<file path="src/rtl/flash_ctrl_pkg.sv">
// Shared types for the flash sample controller.
//   state_t   : controller states (IDLE, FETCH, WAIT, EMIT)
//   HALF_LO/HI: which 16-bit half of a flash word is the current sample
//   pos_t     : playback position {word address, half}
package flash_ctrl_pkg;

  localparam int unsigned POS_ADDR_W = 23;

  localparam logic HALF_LO = 1'b0;
  localparam logic HALF_HI = 1'b1;

  typedef enum logic [1:0] {
    IDLE,
    FETCH,
    WAIT,
    EMIT
  } state_t;

  typedef struct packed {
    logic [POS_ADDR_W-1:0] addr;
    logic                  half;
  } pos_t;

endpackage

</file>
<file path="src/rtl/sample_pos_step.sv">
// Combinational one-sample step of the playback position.
//   pos      : current position
//   dir      : 0 = forward, 1 = backward
//   next_pos : position after one sample step (wrapped at the range ends)
//   wrap     : the step crosses the START_ADDR/END_ADDR boundary
module sample_pos_step
  import flash_ctrl_pkg::*;
#(
  parameter logic [POS_ADDR_W-1:0] START_ADDR = '0,
  parameter logic [POS_ADDR_W-1:0] END_ADDR   = 23'h7FFFF
) (
  input  pos_t pos,
  input  logic dir,
  output pos_t next_pos,
  output logic wrap
);

  always_comb begin
    next_pos = pos;
    wrap     = 1'b0;
    if (!dir) begin
      if (pos.half == HALF_LO) begin
        next_pos.half = HALF_HI;
      end else if (pos.addr == END_ADDR) begin
        next_pos.addr = START_ADDR;
        next_pos.half = HALF_LO;
        wrap          = 1'b1;
      end else begin
        next_pos.addr = pos.addr + POS_ADDR_W'(1);
        next_pos.half = HALF_LO;
      end
    end else begin
      if (pos.half == HALF_HI) begin
        next_pos.half = HALF_LO;
      end else if (pos.addr == START_ADDR) begin
        next_pos.addr = END_ADDR;
        next_pos.half = HALF_HI;
        wrap          = 1'b1;
      end else begin
        next_pos.addr = pos.addr - POS_ADDR_W'(1);
        next_pos.half = HALF_HI;
      end
    end
  end

endmodule

</file>
<file path="src/rtl/flash_sample_ctrl.sv">
// Demand-driven flash sample scheduler: one 16-bit sample per sample_tick,
// fetched as 32-bit words over an Avalon-MM style read port, with a one-word
// buffer, forward/backward playback, pause, restart and range wrap.
// Configuration macro FLASH_SAMPLE_CTRL_WRAP_EN: defined = wrap at the range
// boundary; undefined = stop after the boundary sample until restart.
// Ports:
//   clk, rst (async, active-high)
//   sample_tick, play, dir, restart          : playback control
//   flash_read/addr/waitrequest/readdata/
//   flash_readdatavalid                      : flash read port
//   sample_out, sample_valid                 : sample output
//   busy, overrun, loop_pulse                : status
module flash_sample_ctrl
  import flash_ctrl_pkg::*;
#(
  parameter int unsigned       ADDR_W     = POS_ADDR_W,
  parameter logic [ADDR_W-1:0] START_ADDR = '0,
  parameter logic [ADDR_W-1:0] END_ADDR   = 23'h7FFFF
) (
  input  logic              clk,
  input  logic              rst,
  input  logic              sample_tick,
  input  logic              play,
  input  logic              dir,
  input  logic              restart,
  output logic              flash_read,
  output logic [ADDR_W-1:0] flash_addr,
  input  logic              flash_waitrequest,
  input  logic [31:0]       flash_readdata,
  input  logic              flash_readdatavalid,
  output logic [15:0]       sample_out,
  output logic              sample_valid,
  output logic              busy,
  output logic              overrun,
  output logic              loop_pulse
);

`ifdef FLASH_SAMPLE_CTRL_WRAP_EN
  localparam bit WRAP_EN = 1'b1;
`else
  localparam bit WRAP_EN = 1'b0;
`endif

  localparam logic [POS_ADDR_W-1:0] START_POS = POS_ADDR_W'(START_ADDR);
  localparam logic [POS_ADDR_W-1:0] END_POS   = POS_ADDR_W'(END_ADDR);

  state_t      state, state_next;
  pos_t        pos, step_pos, restart_pos;
  logic        step_wrap;
  logic [31:0] buf_word;
  logic        buf_valid;
  logic        restart_pend;
  logic        halted;
  logic        restart_req, apply_restart, enter_emit;
  logic [15:0] emit_half;

  sample_pos_step #(
    .START_ADDR(START_POS),
    .END_ADDR  (END_POS)
  ) u_step (
    .pos     (pos),
    .dir     (dir),
    .next_pos(step_pos),
    .wrap    (step_wrap)
  );

  always_ff @(posedge clk or posedge rst) begin
    if (rst) state <= IDLE;
    else     state <= state_next;
  end

  // Outputs are registered, so the sample, its position step and loop_pulse
  // are all computed on the transition into EMIT; EMIT itself only returns
  // to IDLE (or applies a restart that overrides the step just taken).
  always_comb begin
    state_next  = state;
    restart_req = restart | restart_pend;
    restart_pos.addr = dir ? END_POS : START_POS;
    restart_pos.half = dir ? HALF_HI : HALF_LO;
    unique case (state)
      IDLE:  if (!restart_req && sample_tick && play && !halted)
               state_next = buf_valid ? EMIT : FETCH;
      FETCH: if (!flash_waitrequest) state_next = WAIT;
      WAIT:  if (flash_readdatavalid) state_next = restart_req ? IDLE : EMIT;
      EMIT:  state_next = IDLE;
      default: state_next = IDLE;
    endcase
    enter_emit    = (state_next == EMIT) && (state != EMIT);
    apply_restart = restart_req && ((state == IDLE) || (state == EMIT) ||
                    ((state == WAIT) && flash_readdatavalid));
    if (state == WAIT)
      emit_half = (pos.half == HALF_HI) ? flash_readdata[31:16] : flash_readdata[15:0];
    else
      emit_half = (pos.half == HALF_HI) ? buf_word[31:16] : buf_word[15:0];
  end

  always_ff @(posedge clk or posedge rst) begin
    if (rst) begin
      pos          <= '{addr: START_POS, half: HALF_LO};
      buf_word     <= '0;
      buf_valid    <= 1'b0;
      restart_pend <= 1'b0;
      halted       <= 1'b0;
      flash_read   <= 1'b0;
      flash_addr   <= START_ADDR;
      sample_out   <= '0;
      sample_valid <= 1'b0;
      busy         <= 1'b0;
      overrun      <= 1'b0;
      loop_pulse   <= 1'b0;
    end else begin
      sample_valid <= enter_emit;
      loop_pulse   <= enter_emit && step_wrap;
      busy         <= (state_next != IDLE);
      if (sample_tick && (state != IDLE) && !halted) overrun <= 1'b1;
      if (restart) restart_pend <= 1'b1;

      unique case (state)
        IDLE: if (state_next == FETCH) begin
          flash_read <= 1'b1;
          flash_addr <= ADDR_W'(pos.addr);
        end
        FETCH: if (!flash_waitrequest) flash_read <= 1'b0;
        WAIT: if (flash_readdatavalid) begin
          buf_word  <= flash_readdata;
          buf_valid <= 1'b1;
        end
        default: ;
      endcase

      if (enter_emit) begin
        sample_out <= emit_half;
        if (step_wrap && !WRAP_EN) begin
          halted <= 1'b1;
        end else begin
          pos <= step_pos;
          if (step_pos.addr != pos.addr) buf_valid <= 1'b0;
        end
      end

      // A pending restart lands only once no read is outstanding; a read in
      // flight is always allowed to complete and its data is dropped.
      if (apply_restart) begin
        pos          <= restart_pos;
        buf_valid    <= 1'b0;
        overrun      <= 1'b0;
        halted       <= 1'b0;
        restart_pend <= 1'b0;
      end
    end
  end

endmodule
</file>
<file path="config.mk">
export PLATFORM = sky130hd
export DESIGN_NAME = flash_sample_ctrl
export DESIGN_NICKNAME = d
export VERILOG_FILES = /design/src/rtl/flash_ctrl_pkg.sv /design/src/rtl/sample_pos_step.sv /design/src/rtl/flash_sample_ctrl.sv
export SDC_FILE = /design/constraint.sdc
export NUM_CORES = 1
export LEC_CHECK = 0
export ABC_CLOCK_PERIOD_IN_PS = 4510
export BUFFER_PORTS_ARGS = -buffer_cell sky130_fd_sc_hd__clkbuf_2
export CAP_MARGIN = 20
export CORE_ASPECT_RATIO = 1.25
export CORE_MARGIN = 4
export CORE_UTILIZATION = 25
export DETAILED_ROUTE_END_ITERATION = 16
export MAX_ROUTING_LAYER = met4
export PLACE_DENSITY_LB_ADDON = 0.1
export SLEW_MARGIN = 20
export SYNTH_ARGS = -nofsm -noshare
export SYNTH_HDL_FRONTEND = slang
export SYNTH_SLANG_ARGS = --single-unit
</file>
<file path="constraint.sdc">
create_clock -name clk -period 4.51 [get_ports clk]
set_input_delay 0.2255 -clock clk [delete_from_list [all_inputs] [get_ports clk]]
set_output_delay 0.2255 -clock clk [all_outputs]
set_load 0.02 [all_outputs]
</file>
# [Word-level counts from Yosys, hierarchy flattened]
# Index checks and enable logic that the tools add are counted.
# Widths: inputs -> output; s select.
[op_classes] addsub=2 eq_ne=11 muxes=42 bitwise=1 n_reduce_logical=27
[op_table] cell="$mux 24" n=6
[op_table] cell="$mux 16" n=3
[op_table] cell="$mux 23" n=2
[op_table] cell="$add 23x1->23 const B" n=1
[op_table] cell="$eq 23x19->1 const B" n=1
[op_table] cell="$logic_not 23->1" n=1
[op_table] cell="$mux 1" n=23
[op_table] cell="$ne 23x23->1" n=1
[op_table] cell="$sub 23x1->23 const B" n=1
[op_table] cell="$mux 19" n=1
[op_table] cell="$reduce_bool 2->1" n=7
[op_table] cell="$mux 2" n=5
[op_table] cell="$logic_and 1x1->1" n=9
[op_table] cell="$pmux 2 s4" n=1
[op_table] cell="$reduce_and 2->1" n=4
[op_table] cell="$eq 2x2->1 const B" n=3
[op_table] cell="$eq 2x1->1 const B" n=2
[op_table] cell="$ne 2x1->1 const B" n=2
[op_table] cell="$ne 2x2->1 const B" n=2
[op_table] cell="$reduce_and 3->1" n=1
[op_table] cell="$logic_not 1->1" n=2
[op_table] cell="$logic_not 2->1" n=1
[op_table] cell="$logic_or 1x1->1" n=2
[op_table] cell="$pmux 1 s2" n=1
[op_table] cell="$or 1x1->1" n=1
[word_totals] register_bits=105 inputBits=40 out_inout_bits=44 word_cells=97

# [Logic depth before layout (Yosys ltp)]
[logic_depth] word_depth=11 depth_mapped=14 ltp_nobuf=10

# [Hierarchy]
# A second synthesis with hierarchy kept.
[hier_totals] hier_cells=588 hier_area_um2=6329.8
[by_module_without_submodules] module="flash_sample_ctrl" n_inst=1 cells_per_inst=376 area_each_um2=4959.8 seq_area_each_um2=2627.5
[by_module_without_submodules] module="sample_pos_step" n_inst=1 cells_per_inst=212 area_each_um2=1370.1 seq_area_each_um2=0.0

# [Worst setup path after synthesis]
# Ideal clock, no wire load.
[synth_timing] path_kind="register to register" from="register state[0]" to="register sample_out[10]" setup_time_ps=125 t_arrival_ps=2578 required_ps=4385 slack_ps=1808 path_stages_with_launch=13 path_buffers=4 period_less_slack_ps=2702 cell_sequence="dfrtp_1 > inv_1 > ha_1 > buf_4 > nand2_1 > nor4_1 > a311oi_1 > or3_1 > buf_2 > inv_2 > buf_2 > buf_2 > mux2_2"
[synth_via] elab_chain_cells=4 word_cells_on_any_way=12 classes_between="eq/ne: 5; mux: 5; reduce/logical: 2"
[synth_rtl] item="start: declaration" line_no="flash_sample_ctrl.sv:47" source="state_t state, state_next;"
[synth_rtl] item="start signal: assignment" line_no="flash_sample_ctrl.sv:69" source="else state <= state_next;"
[synth_rtl] item="$eq 2x2->1, or another cell as far along" line_no="flash_sample_ctrl.sv:80" source="unique case (state)"
[synth_rtl] item="$pmux 2 s4" line_no="flash_sample_ctrl.sv:80"
[synth_rtl] item="$eq 2x2->1" line_no="flash_sample_ctrl.sv:88" source="enter_emit = (state_next == EMIT) && (state != EMIT);"
[synth_rtl] item="$logic_and 1x1->1 *" line_no="flash_sample_ctrl.sv:88"
[synth_rtl] item="named net enter_emit" line_no="flash_sample_ctrl.sv:54" source="logic restart_req, apply_restart, enter_emit;"
[synth_rtl] item="end signal: assignment" line_no="flash_sample_ctrl.sv:132" source="sample_out <= emit_half;"
[synth_rtl] item="end: declaration" line_no="flash_sample_ctrl.sv:31" source="output logic [15:0] sample_out,"
# Mark *: on every way through the listed nets, which the timed path passes. The rest lies on a longest branch.
# A chain may end at the register's enable or synchronous reset.

# [Worst setup path in the final report]
[layout_timing] from="register state[0]" to="register pos[18] (netlist name)"
[layout_via] elab_chain_cells=6 word_cells_on_any_way=19 classes_between="eq/ne: 6; mux: 5; reduce/logical: 8"
[layout_rtl] item="$eq 2x2->1, or another cell as far along" line_no="flash_sample_ctrl.sv:80, flash_sample_ctrl.sv:89"
[layout_rtl] item="$pmux 2 s4, or another cell as far along" line_no="flash_sample_ctrl.sv:80"
[layout_rtl] item="$eq 2x2->1 or $logic_or 1x1->1 (tied branches)" line_no="flash_sample_ctrl.sv:88, flash_sample_ctrl.sv:89"
[layout_rtl] item="$logic_and 1x1->1, on equally long branches" line_no="flash_sample_ctrl.sv:88, flash_sample_ctrl.sv:89"
[layout_rtl] item="$reduce_bool 2->1 (no line) or $ne 2x1->1 (tied branches)"
[layout_rtl] item="$reduce_and 2->1 (no line)"
# Several ways; a longest one is shown, not always the timed one.

==> results by group <==
GRT
  – Largest net degree at the start of global routing: 72
  – First-pass GRT wire length: 27.05 mm
  – Total Routing Usage GR: between 10% and 20%
  – Antenna violations before repair: 0
  – Gr ovfl total: 0
  – Vias in the first global route: 4,771

STA
  – Final Hold Fails: 0
  – Final min period: 3.377 ns
  – Worst clock skew: approximately 0.011 ns
  – RSZ-0062 raised after global routing: false
  – Setup-failing EPs final: 0
  – Setup TNS: 0 ns
  – FMAX: 296.1 MHz
  – Fraction of the cycle the final worst path needs: roughly three quarters
  – Slew of the pin with the lowest slew margin: 0.9250 ns
  – Slew headroom: about two fifths
  – Final slew viol count: 0

Yosys
  – Syn Std Cell Area: 5796 sq um
  – Post-synthesis net count: between 500 and 600
  – Most common cell in the netlist: dfrtp_1
  – Post-synthesis sequential area ratio: 45.34%
  – Largest area contributor in the netlist: dfrtp_1
  – Synth Warn #: 0
  – Post-synth top area share: 45.34%
  – Syn_area_per_cell: 10.91 sq um
  – Ys async rst share: 100.0%
  – Main synth FF type: dfrtp_1
  – Count of cell types in the netlist: 63
  – Top post-synthesis cells by area: dfrtp_1 (45%), mux2_2 (13%), mux4_2 (6.2%)
  – Top cells by count, synth: dfrtp_1 (105), mux2_2 (68), clkbuf_1 (33)
  – EDFF count, synth: 0
  – Seq cells post-synth: between 100 and 150
  – Syn Inst Count: 531

Setup path
  – Crit Path Max Fanout: 14
  – Worst path arrival time: around 3.7 ns
  – CP delay by family, top: simple AND/OR/NAND/NOR gates
  – Critical path class: reg -> reg
  – CP required: 4.79 ns
  – Setup crit start kind: flip-flop
  – Slowest cell delay on critical path: about 0.54 ns
  – Worst path slowest cell: or4_1
  – Crit-path cells: inv_1 > ha_1 > and3b_1 > o2bb2ai_1 > a32o_1 > or3_1 > inv_2 > nand2_2 > or4_1 > a31oi_1
  – Crit end category: flip-flop
  – Critical path buffer and inverter count: 2

Final layout
  – Post-Route Utilization: 29.56%
  – P&R area growth vs syn: 16.71%
  – Final Non-Filler Cells: 886
  – Diode count: 0
  – Share of cells above drive strength 1: 36.29%
  – Nets: 640

Routing
  – ANT nets after route: 0
  – DRT Pass-1 Iters: 4
  – Via density: 5.053
  – Via count: 4,477
  – DRC errors left: 0
  – Final wirelength: 16.75 mm
  – Drt wl/cell: 18.91 um
  – Drt first-iter violations: 175

Die
  – # IOs: 84
  – Row cnt: between 60 and 70
  – Die height: around 180 um
  – Starting Density: between 20% and 30%
  – DIE WIDTH: ~140 um
  – Core box area: 22,880 sq um
  – Die area: 25,700 sq um

Power
  – Sequential Power Share: 37.0%
  – Max VDD drop: around 310 uV
  – Psw: 0.001971 W
  – Combinational Power Share: 45.9%
  – Power Internal: 0.002801 W
  – Static leakage: 2.799 nW
  – Switching Share: between 40 and 50%
  – Clock group share of total power: 17.1%
  – Cell Pwr Density: just over 700 nW/um^2

Placement
  – PortBufs: 83
  – DP Cell Count: 870
  – Final Wtd Congestion: 0.8496
  – Post-DP HPWL: about 12 mm

Clock network
  – Clk_lat worst skew: ~0.36 ns
  – Htree depth: 3
  – CTS Hold Bufs: 0
  – CTS resizes: 0
  – Num CTS Buffers: 9
  – Clock Sink Count: 105
  – Number of setup buffers added after CTS: 0
  – Root buf cell: clkbuf_16
  – Reg clk slew, reported paths: 0.08 ns
  – CTS tree: built
  – CTS max path bufs: 2

Worst hold path
  – Hold crit path type: in -> async

Run
  – Max-cap violations: 0

Run status
  – Run status: complete, no violations
## metrics by stage
stage          area (sq um)  hold WS (ns)  worst slack, ns  power (W)
2_1_floorplan          5796        0.3761            1.524   0.003337
3_3_place_gp           6470        0.4720            1.242   0.003975
3_5_place_dp           6470        0.4775            1.116   0.004019
4_1_cts                6764       0.09578            1.097   0.004861
5_1_grt                6764        0.1021           0.8840   0.005142
6_report               6764       0.04817            1.133   0.004772
## worst paths after layout
check	start	to	slack (ns)	cells past startpoint
worst max-delay path	state[0]	pos[18]	1.13	10
max in group asynchronous	rst	sample_out[1]	3.44	3
worst max register to register	state[0]	pos[18]	1.13	10
worst min register to register	flash_addr[1]	flash_addr[1]	0.49	2
min in group clk	flash_readdata[23]	buf_word[23]	0.11	2
worst min-delay path	rst	flash_addr[17]	0.05	2
## cells by family (layout without fill, tap and decap cells)
kind of cell,Yosys count,in the layout,share of synthesized area (%)
AOI/OAI and AO/OA,105,105,11.94
xor gates and xnor gates,17,17,2.569
adders and majority gates,7,7,1.511
buffers and inverters,59,126,4.253
DFF,105,105,45.34
muxes,84,84,19.43
and+or+nand+nor,154,154,14.96
## worst register-to-register path, stage by stage, from the launching register on
cell and delay (ns):
dfrtp_1 0.40, inv_1 0.13, ha_1 0.44, and3b_1 0.23, o2bb2ai_1 0.07, a32o_1 0.23
or3_1 0.52, inv_2 0.34, nand2_2 0.25, or4_1 0.54, a31oi_1 0.16
## cell type report
cell class / instances / area, sq um
clock buffers: 10 / 229.0
clock inverters: 6 / 65.06
fillers: 2378 / 16120
inverters: 17 / 66.31
multi-input cells: 367 / 2925
flip-flops and latches: 105 / 2628
well taps: 288 / 360.3
repair buffers: 93 / 490.5
## power by group through the flow
stage / Sequential, W / Combinational, W / Clock, W
after global placement: 0.00178 / 0.00220 / 0
final: 0.00177 / 0.00219 / 0.000816
after floorplan: 0.00179 / 0.00154 / 0
after CTS: 0.00177 / 0.00224 / 0.000851
after global routing: 0.00184 / 0.00241 / 0.000892
after detailed placement: 0.00179 / 0.00223 / 0
## registers in the layout, summed over array words and instances (netlist names)
register / count
busy: 1
flash_read: 1
flash_addr: 23
buf_word: 32
sample_valid: 1
state: 2
halted: 1
restart_pend: 1
sample_out: 16
buf_valid: 1
loop_pulse: 1
overrun: 1
pos: 24
## metal layers
layer	vias to the layer above	GRT usage [%]	part of all wire, %
met5	-	-	0
li1	2083	-	-
met1	2241	16.61	41
met4	0	5.988	2.5
met3	23	3.003	6.0
met2	130	23.00	50
## cell usage in the layout (no fill, tap or decap), types with 8 or more instances in the layout
cell and instances:
clkbuf_2 83, mux4_2 16, mux2_2 68, nand3_1 16
o21ai_0 26, nor4_1 8, nand4_1 13, nor3_1 14
a31oi_1 9, nor2_1 32, xnor2_1 10, dfrtp_1 105
clkbuf_16 9, a21oi_1 26, buf_4 10, nand2_1 29
inv_1 15
(Power assumes the default switching activity.)
